--- src/rtl/segments_scanner.sv ---
// segments_scanner: time-multiplexed scanner for a DIGITS-wide packed BCD
// display. A value is loaded with a valid/ready handshake into a pending
// register and only becomes the displayed (active) value when the scan wraps
// back to digit 0. A new value therefore never takes effect mid-frame.
//
// Optional feature: define SEGMENTS_LEADING_ZERO_BLANK_EN to blank leading
// zero digits (digit 0 is always shown). Without the macro no digit is blanked.
//
// digit_select polarity: CONTROL_TYPE_V = 0 -> active-low (common cathode),
// CONTROL_TYPE_V = 1 -> active-high (common anode).

`timescale 1ns/1ps

module segments_scanner #(
    parameter int unsigned DIGITS         = 4,
    parameter int unsigned REFRESH_DIV    = 1000,
    parameter logic        CONTROL_TYPE_V = 1'b0
) (
    input  logic                  clk,
    input  logic                  reset_n,
    input  logic                  load_valid,
    output logic                  load_ready,
    input  logic [4*DIGITS-1:0]   load_data,
    output logic [3:0]            data_bus,
    output logic [DIGITS-1:0]     digit_select,
    output logic                  frame_done
);

    localparam int unsigned DW = $clog2(REFRESH_DIV);
    localparam int unsigned IW = $clog2(DIGITS);

    localparam logic [DW-1:0] DWELL_LAST = DW'(REFRESH_DIV - 1);
    localparam logic [IW-1:0] INDEX_LAST = IW'(DIGITS - 1);

    // Level that enables a digit, and the level that leaves it dark.
    localparam logic SEL_ON  = CONTROL_TYPE_V;
    localparam logic SEL_OFF = ~CONTROL_TYPE_V;

    // ------------------------------------------------------------------
    // State
    // ------------------------------------------------------------------
    logic [4*DIGITS-1:0] active_q,       active_d;
    logic [4*DIGITS-1:0] pending_q,      pending_d;
    logic                pending_full_q, pending_full_d;
    logic [DW-1:0]       dwell_q,        dwell_d;
    logic [IW-1:0]       idx_q,          idx_d;
    logic [3:0]          data_bus_q,     data_bus_d;
    logic [DIGITS-1:0]   digit_select_q, digit_select_d;
    logic                frame_done_q,   frame_done_d;

    // ------------------------------------------------------------------
    // Derived control
    // ------------------------------------------------------------------
    logic              dwell_wrap;
    logic              frame_wrap;
    logic              load_accept;
    logic [DIGITS-1:0] blank_mask;

    assign dwell_wrap  = (dwell_q == DWELL_LAST);
    assign frame_wrap  = dwell_wrap && (idx_q == INDEX_LAST);

    // Ready depends on the flag alone so an upstream valid can never loop back.
    assign load_ready  = !pending_full_q;
    assign load_accept = load_valid && !pending_full_q;

    // ------------------------------------------------------------------
    // Dwell counter and digit index: each digit is held REFRESH_DIV cycles.
    // ------------------------------------------------------------------
    always_comb begin : scan_next
        dwell_d = dwell_q + DW'(1);
        idx_d   = idx_q;
        if (dwell_wrap) begin
            dwell_d = '0;
            if (idx_q == INDEX_LAST) begin
                idx_d = '0;
            end else begin
                idx_d = idx_q + IW'(1);
            end
        end
    end

    // ------------------------------------------------------------------
    // Pending/active transfer: promote at the frame wrap, then accept.
    // The promote is evaluated before the accept so a handshake on the wrap
    // edge lands in pending and is shown from the following frame only.
    // ------------------------------------------------------------------
    always_comb begin : load_next
        active_d       = active_q;
        pending_d      = pending_q;
        pending_full_d = pending_full_q;
        frame_done_d   = frame_wrap;

        if (frame_wrap && pending_full_q) begin
            active_d       = pending_q;
            pending_full_d = 1'b0;
        end

        if (load_accept) begin
            pending_d      = load_data;
            pending_full_d = 1'b1;
        end
    end

    // ------------------------------------------------------------------
    // Leading-zero blanking mask over the active value.
    // ------------------------------------------------------------------
`ifdef SEGMENTS_LEADING_ZERO_BLANK_EN
    // Walk from the most significant digit down; a digit is dark while every
    // digit above it (and itself) is zero. Digit 0 always stays lit.
    always_comb begin : blank_calc
        logic zero_run;
        blank_mask = '0;
        zero_run   = 1'b1;
        for (int unsigned j = 0; j < DIGITS - 1; j++) begin
            zero_run = zero_run && (active_q[4*(DIGITS-1-j) +: 4] == 4'h0);
            blank_mask[DIGITS-1-j] = zero_run;
        end
    end
`else
    // No blanking in this build: every slot drives its digit.
    always_comb begin : blank_calc
        blank_mask = '0;
    end
`endif

    // ------------------------------------------------------------------
    // Output decode for the digit the index currently points at.
    // ------------------------------------------------------------------
    always_comb begin : display_next
        logic [3:0] cur_nibble;
        logic       cur_blank;
        cur_nibble     = 4'h0;
        cur_blank      = 1'b0;
        data_bus_d     = 4'h0;
        digit_select_d = {DIGITS{SEL_OFF}};

        for (int unsigned k = 0; k < DIGITS; k++) begin
            if (idx_q == IW'(k)) begin
                cur_nibble = active_q[4*k +: 4];
                cur_blank  = blank_mask[k];
            end
        end

        if (!cur_blank) begin
            data_bus_d = cur_nibble;
            for (int unsigned k = 0; k < DIGITS; k++) begin
                if (idx_q == IW'(k)) begin
                    digit_select_d[k] = SEL_ON;
                end
            end
        end
    end

    // ------------------------------------------------------------------
    // All state, cleared asynchronously; outputs lag the index by one cycle.
    // ------------------------------------------------------------------
    always_ff @(posedge clk or negedge reset_n) begin : state_reg
        if (!reset_n) begin
            active_q       <= '0;
            pending_q      <= '0;
            pending_full_q <= 1'b0;
            dwell_q        <= '0;
            idx_q          <= '0;
            data_bus_q     <= 4'h0;
            digit_select_q <= {DIGITS{SEL_OFF}};
            frame_done_q   <= 1'b0;
        end else begin
            active_q       <= active_d;
            pending_q      <= pending_d;
            pending_full_q <= pending_full_d;
            dwell_q        <= dwell_d;
            idx_q          <= idx_d;
            data_bus_q     <= data_bus_d;
            digit_select_q <= digit_select_d;
            frame_done_q   <= frame_done_d;
        end
    end

    assign data_bus     = data_bus_q;
    assign digit_select = digit_select_q;
    assign frame_done   = frame_done_q;

endmodule

--- config.mk ---
export PLATFORM = sky130hd
export DESIGN_NAME = segments_scanner
export DESIGN_NICKNAME = d
export VERILOG_FILES = /design/src/rtl/segments_scanner.sv
export SDC_FILE = /design/constraint.sdc
export NUM_CORES = 1
export LEC_CHECK = 0
export CAP_MARGIN = 5
export CORE_ASPECT_RATIO = 0.5
export CORE_MARGIN = 2
export CORE_UTILIZATION = 45
export DETAILED_ROUTE_END_ITERATION = 16
export PLACE_DENSITY_LB_ADDON = 0.05
export SLEW_MARGIN = 20
export SYNTH_ARGS = -nofsm -noshare
export SYNTH_HDL_FRONTEND = slang
export SYNTH_SLANG_ARGS = --single-unit
--- constraint.sdc ---
create_clock -name clk -period 2.5 [get_ports clk]
set_input_delay 0.5 -clock clk [delete_from_list [all_inputs] [get_ports clk]]
set_output_delay 0.5 -clock clk [all_outputs]
set_load 0.005 [all_outputs]
Word-level counts from Yosys, hierarchy flattened
Cells that the tools add are included.

Register bits after elaboration: 54. Input port bits: 19. Output and inout bits: 10.

Add/sub/neg operators: 2. Equality and inequality tests: 4. Mux-type cells: 12. Reductions and logical operators: 6.

Operators by type and width (number): $mux 4 (4); $add 10x1->10 const B (1); $eq 10x10->1 const B (1); $mux 10 (1); $mux 1 (6); $eq 2x2->1 const B (2); $logic_and 1x1->1 (3); $add 2x1->2 const B (1); $eq 2x1->1 const B (1); $logic_not 2->1 (1); $mux 2 (1); $reduce_bool 2->1 (1); $logic_not 1->1 (1).

Longest topological paths before layout
Word-level depth: 5. Mapped depth: 7.

Worst setup path before layout
No wires, ideal clock.

Kind: flip-flop to flip-flop. Start: register dwell_q[0]. End: register active_q[10]. Library setup time: 125 ps. Data arrival time: 1627 ps. Required time: 2375 ps. Setup slack: 747 ps. Cell stages (with the launch flop): 7. Buffers on the path: 1. Period minus slack after synthesis: 1753 ps. Path through: dfrtp_1 -> ha_1 -> nand3_2 -> nor4_4 -> nand2_4 -> buf_6 -> mux2_4.

Cells in the longest elaborated chain, start to end: 3.

Ends and longest elaborated chain: from (decl) (RTL line 45) `logic [DW-1:0] dwell_q, dwell_d;`; from (signal assigned) (RTL line 171) `dwell_q <= dwell_d;`; $eq 10x10->1 (RTL line 59) `assign dwell_wrap = (dwell_q == DWELL_LAST);`; $logic_and 1x1->1 (RTL line 60) `assign frame_wrap = dwell_wrap && (idx_q == INDEX_LAST);`; via frame_done_d (RTL line 49) `logic frame_done_q, frame_done_d;`; $logic_and 1x1->1 (RTL line 93) `if (frame_wrap && pending_full_q) begin`; to (signal assigned) (RTL line 168) `active_q <= active_d;`; to (decl) (RTL line 42) `logic [4*DIGITS-1:0] active_q, active_d;`.

The timed path passes the listed nets, and every way through them passes these cells. A chain may end at the register's enable or synchronous reset.

Worst setup path in the final report
Start: register idx_q[1]. End: register active_q[7].

Cells in the longest elaborated chain, start to end: 3.

Ends and longest elaborated chain: from (decl) (RTL line 46) `logic [IW-1:0] idx_q, idx_d;`; from (signal assigned) (RTL line 172) `idx_q <= idx_d;`; $eq 2x2->1 (RTL line 60); $logic_and 1x1->1 (RTL line 60); via frame_done_d (RTL line 49); $logic_and 1x1->1 (RTL line 93).

The timed path passes the listed nets, and every way through them passes these cells.

==> summary.md <==
| Metric | Value |
|---|---|
| Outcome | `finished clean` |
| DRC | `0` |
| Fin. Hold Viols | `0` |
| Worst path cell trace | `ha_1 > inv_2 > nor4_4 > nand2_4 > mux2_4` |
| Synth top cells by count | `50 x dfrtp_1, 24 x mux2_2, 16 x o21ai_0` |
| Maximum number of pins on one net before global-route repair | `55` |
| Async SR Flop Fraction | `1.000` |
| Grt ovf | `0` |
| Ports | `29` |
| Setup Buffers After CTS | `0` |
| Critical Path Source | `idx_q[1]` |
| CP required | `2.69 ns` |
| Final setup fails | `0` |
| Synth Warn # | `0` |
| Leak pwr | `1.232 nW` |
| Vias | `1336` |
| Setup crit start kind | `register` |
| All-layer global routing usage | `0.1412` |
| Final net count | `225` |
| Most used standard cell by instance count after synthesis | `dfrtp_1` |
| R2R setup slack | `0.62 ns` |
| DR vias/cell | `4.912` |
| Final HPWL DP | `approximately 2.6 mm` |
| Routed Antenna Nets | `0` |
| Post-Route WL | `3.619 mm` |
| Crit-path slowest cell | `dfrtp_1` |
| Root buffer cell | `clkbuf_8` |
| CTS H-tree depth | `2` |
| Initial antenna violation count | `0` |
| Reg clk slew, reported paths | `0.09 ns` |
| R2R cell count | `5` |
| Reg2Reg Capture Point | `active_q[7]` |
| Global-route wire length before repair | `5.975 mm` |
| Max Slew Vio Count | `0` |
| Synthesis-to-layout area growth | `20.60%` |
| ANT cells | `0` |
| Hold WC Path Type | `input pin to asynchronous set/reset pin` |
| Row count | `18` |
| Starting density of the core | `0.4636` |
| Syn Inst Count | `168` |
| Critical-path maximum fanout | `17` |
| RSZ-0062 raised after global routing | `no` |
| Multi-input gate area | `854.6 sq um` |
| Max Cap Viol | `0` |
| Hold-fix buffers at CTS | `0` |
| CTS tree | `yes` |
| Slew margin rel. | `0.5549` |
| Syn_nets | `192` |
| Post-synthesis cell area | `~2300 sq um` |
| Largest area contributor in the netlist | `dfrtp_1` |
| CTS max path bufs | `2` |
| Slew @ Worst Pin | `0.6677 ns` |
| Chip height | `54.18 microns` |
| WL/cell | `between 10 and 15 microns` |
| Syn Area/Cell | `13.49 sq um` |
| 1st-pass router iterations | `4` |
| Fillers | `426` |
| Synth area leaders | `dfrtp_1 55%, mux2_2 12%, mux2_4 6.0%` |
| Worst skew pair latency | `0.30 ns` |
| Reg-to-Reg Start | `idx_q[1]` |
| Minimum clock period | `1.876 ns` |
| RD Place Congestion | `0.7738` |
| Die W | `roughly 100 microns` |
| Clock Sinks | `between 50 and 60` |
| Buf/Inv on CP | `1` |
| Nature of the critical path endpoint | `register` |
| Synth cell types | `29` |
| Fraction of layout cells with a size suffix above 1 | `0.2624` |
| Power per cell area | `573.8 nW/um^2` |
| Tot Pwr | `between 0.0015 and 0.002 W` |
| Main synth FF type | `dfrtp_1` |
| Setup Skew | `0.006464 ns` |
| Crit share post-route | `0.7505` |
| FF+latch count, synth | `54` |
| Max incr delay on CP | `between 0.3 and 0.4 ns` |
| Register area share after synthesis | `0.5986` |
| VDD IR max | `280.1 uV` |
| Number of CTS-inserted buffers | `5` |
| Die area | `5653 sq um` |
| Vias in the first global route | `around 1200` |
| Crit-path leading delay family | `simple AND/OR/NAND/NOR gates` |
| Area fraction of the dominant cell type after synthesis | `0.5522` |
| Data arrival, critical path | `2.06 ns` |
| Worst Path Class, Setup | `register to register` |
| Max Fclk | `533.0 MHz` |
| Reg area | `1356 sq um` |
| EDFF count, synth | `0` |
| Core area | `4887 sq um` |
| I/O Buffers | `28` |
| Detailed Route Iter0 Violations | `a little under 70` |
| Sum Neg Setup Slack | `0 ns` |
| Resize count post-CTS | `0` |
final cells by class:
type                            count  area share
Clock buffer                        6     0.02656
Clock inverter                      2     0.01374
Inverter                            7    0.009615
Multi-Input combinational cell    102      0.3127
Sequential cell                    54      0.4963
Tap cell                           70     0.03205
Timing Repair Buffer               31      0.1090
layout by cell type (no fill, tap or decap), drive strengths merged, types with 2 or more instances in the layout:
cell	netlist	final
nor2	3	3
nor3	2	2
ha	5	5
clkdlybuf4s50	0	27
inv	7	7
a31oi	2	2
a21oi	7	7
dfstp	4	4
or3	2	2
mux2	33	33
dfrtp	50	50
buf	3	4
nand3	5	5
nor4b	2	2
o21ai	16	16
xor2	2	2
nand2	15	15
clkbuf	2	6
nor2b	2	2
per-stage QoR:
step	util	hold slack [ns]	area, sq um	worst slack (ns)	instances
finish	0.5591	0.3110	2733	0.6237	272
global route	0.5591	0.3785	2733	0.4551	272
CTS	0.5591	0.3305	2733	0.5987	272
detailed placement	0.5366	0.4747	2623	0.6342	264
global placement	0.5366	0.4651	2623	0.6496	264
floorplan	-	0.2044	2266	0.7475	168
metal layers:
layer / vias to the layer above / part of all wire / global-route usage
li1: 651 / - / -
met1: 661 / 0.52 / 0.1915
met2: 19 / 0.44 / 0.2266
met3: 5 / 0.034 / 0.04358
met4: 0 / 0.0072 / 0.03378
met5: - / 0 / 0
logic make-up after synthesis:
kind of cell / after synthesis / synth area share
compound gates: 28 / 0.06792
xor+xnor: 3 / 0.01160
fa+ha+maj: 5 / 0.02761
buf+inv: 12 / 0.02429
flops: 54 / 0.5986
mux: 33 / 0.1789
simple gates: 33 / 0.09111
how the worst max path moves through the flow:
stage / endpoint / cells after the start / slack, ns
2_1_floorplan: active_q[10] / 6 / 0.75
3_3_place_gp: pending_q[0] / 4 / 0.65
3_5_place_dp: pending_q[2] / 4 / 0.63
4_1_cts: active_q[7] / 5 / 0.60
5_1_grt: active_q[14] / 5 / 0.46
6_report: active_q[7] / 5 / 0.62
report_power, final:
part           internal (W)  leakage (nW)  switching, W
clock              0.000299        0.0514      0.000271
combinational     0.0000492         0.491     0.0000262
sequential         0.000906         0.690     0.0000162
registers in the layout, summed over array words and instances (netlist names):
signal,count
pending_full_q,1
idx_q,2
active_q,16
digit_select,4
frame_done,1
dwell_q,10
data_bus,4
pending_q,16
Power figures use the tool's default switching activity.
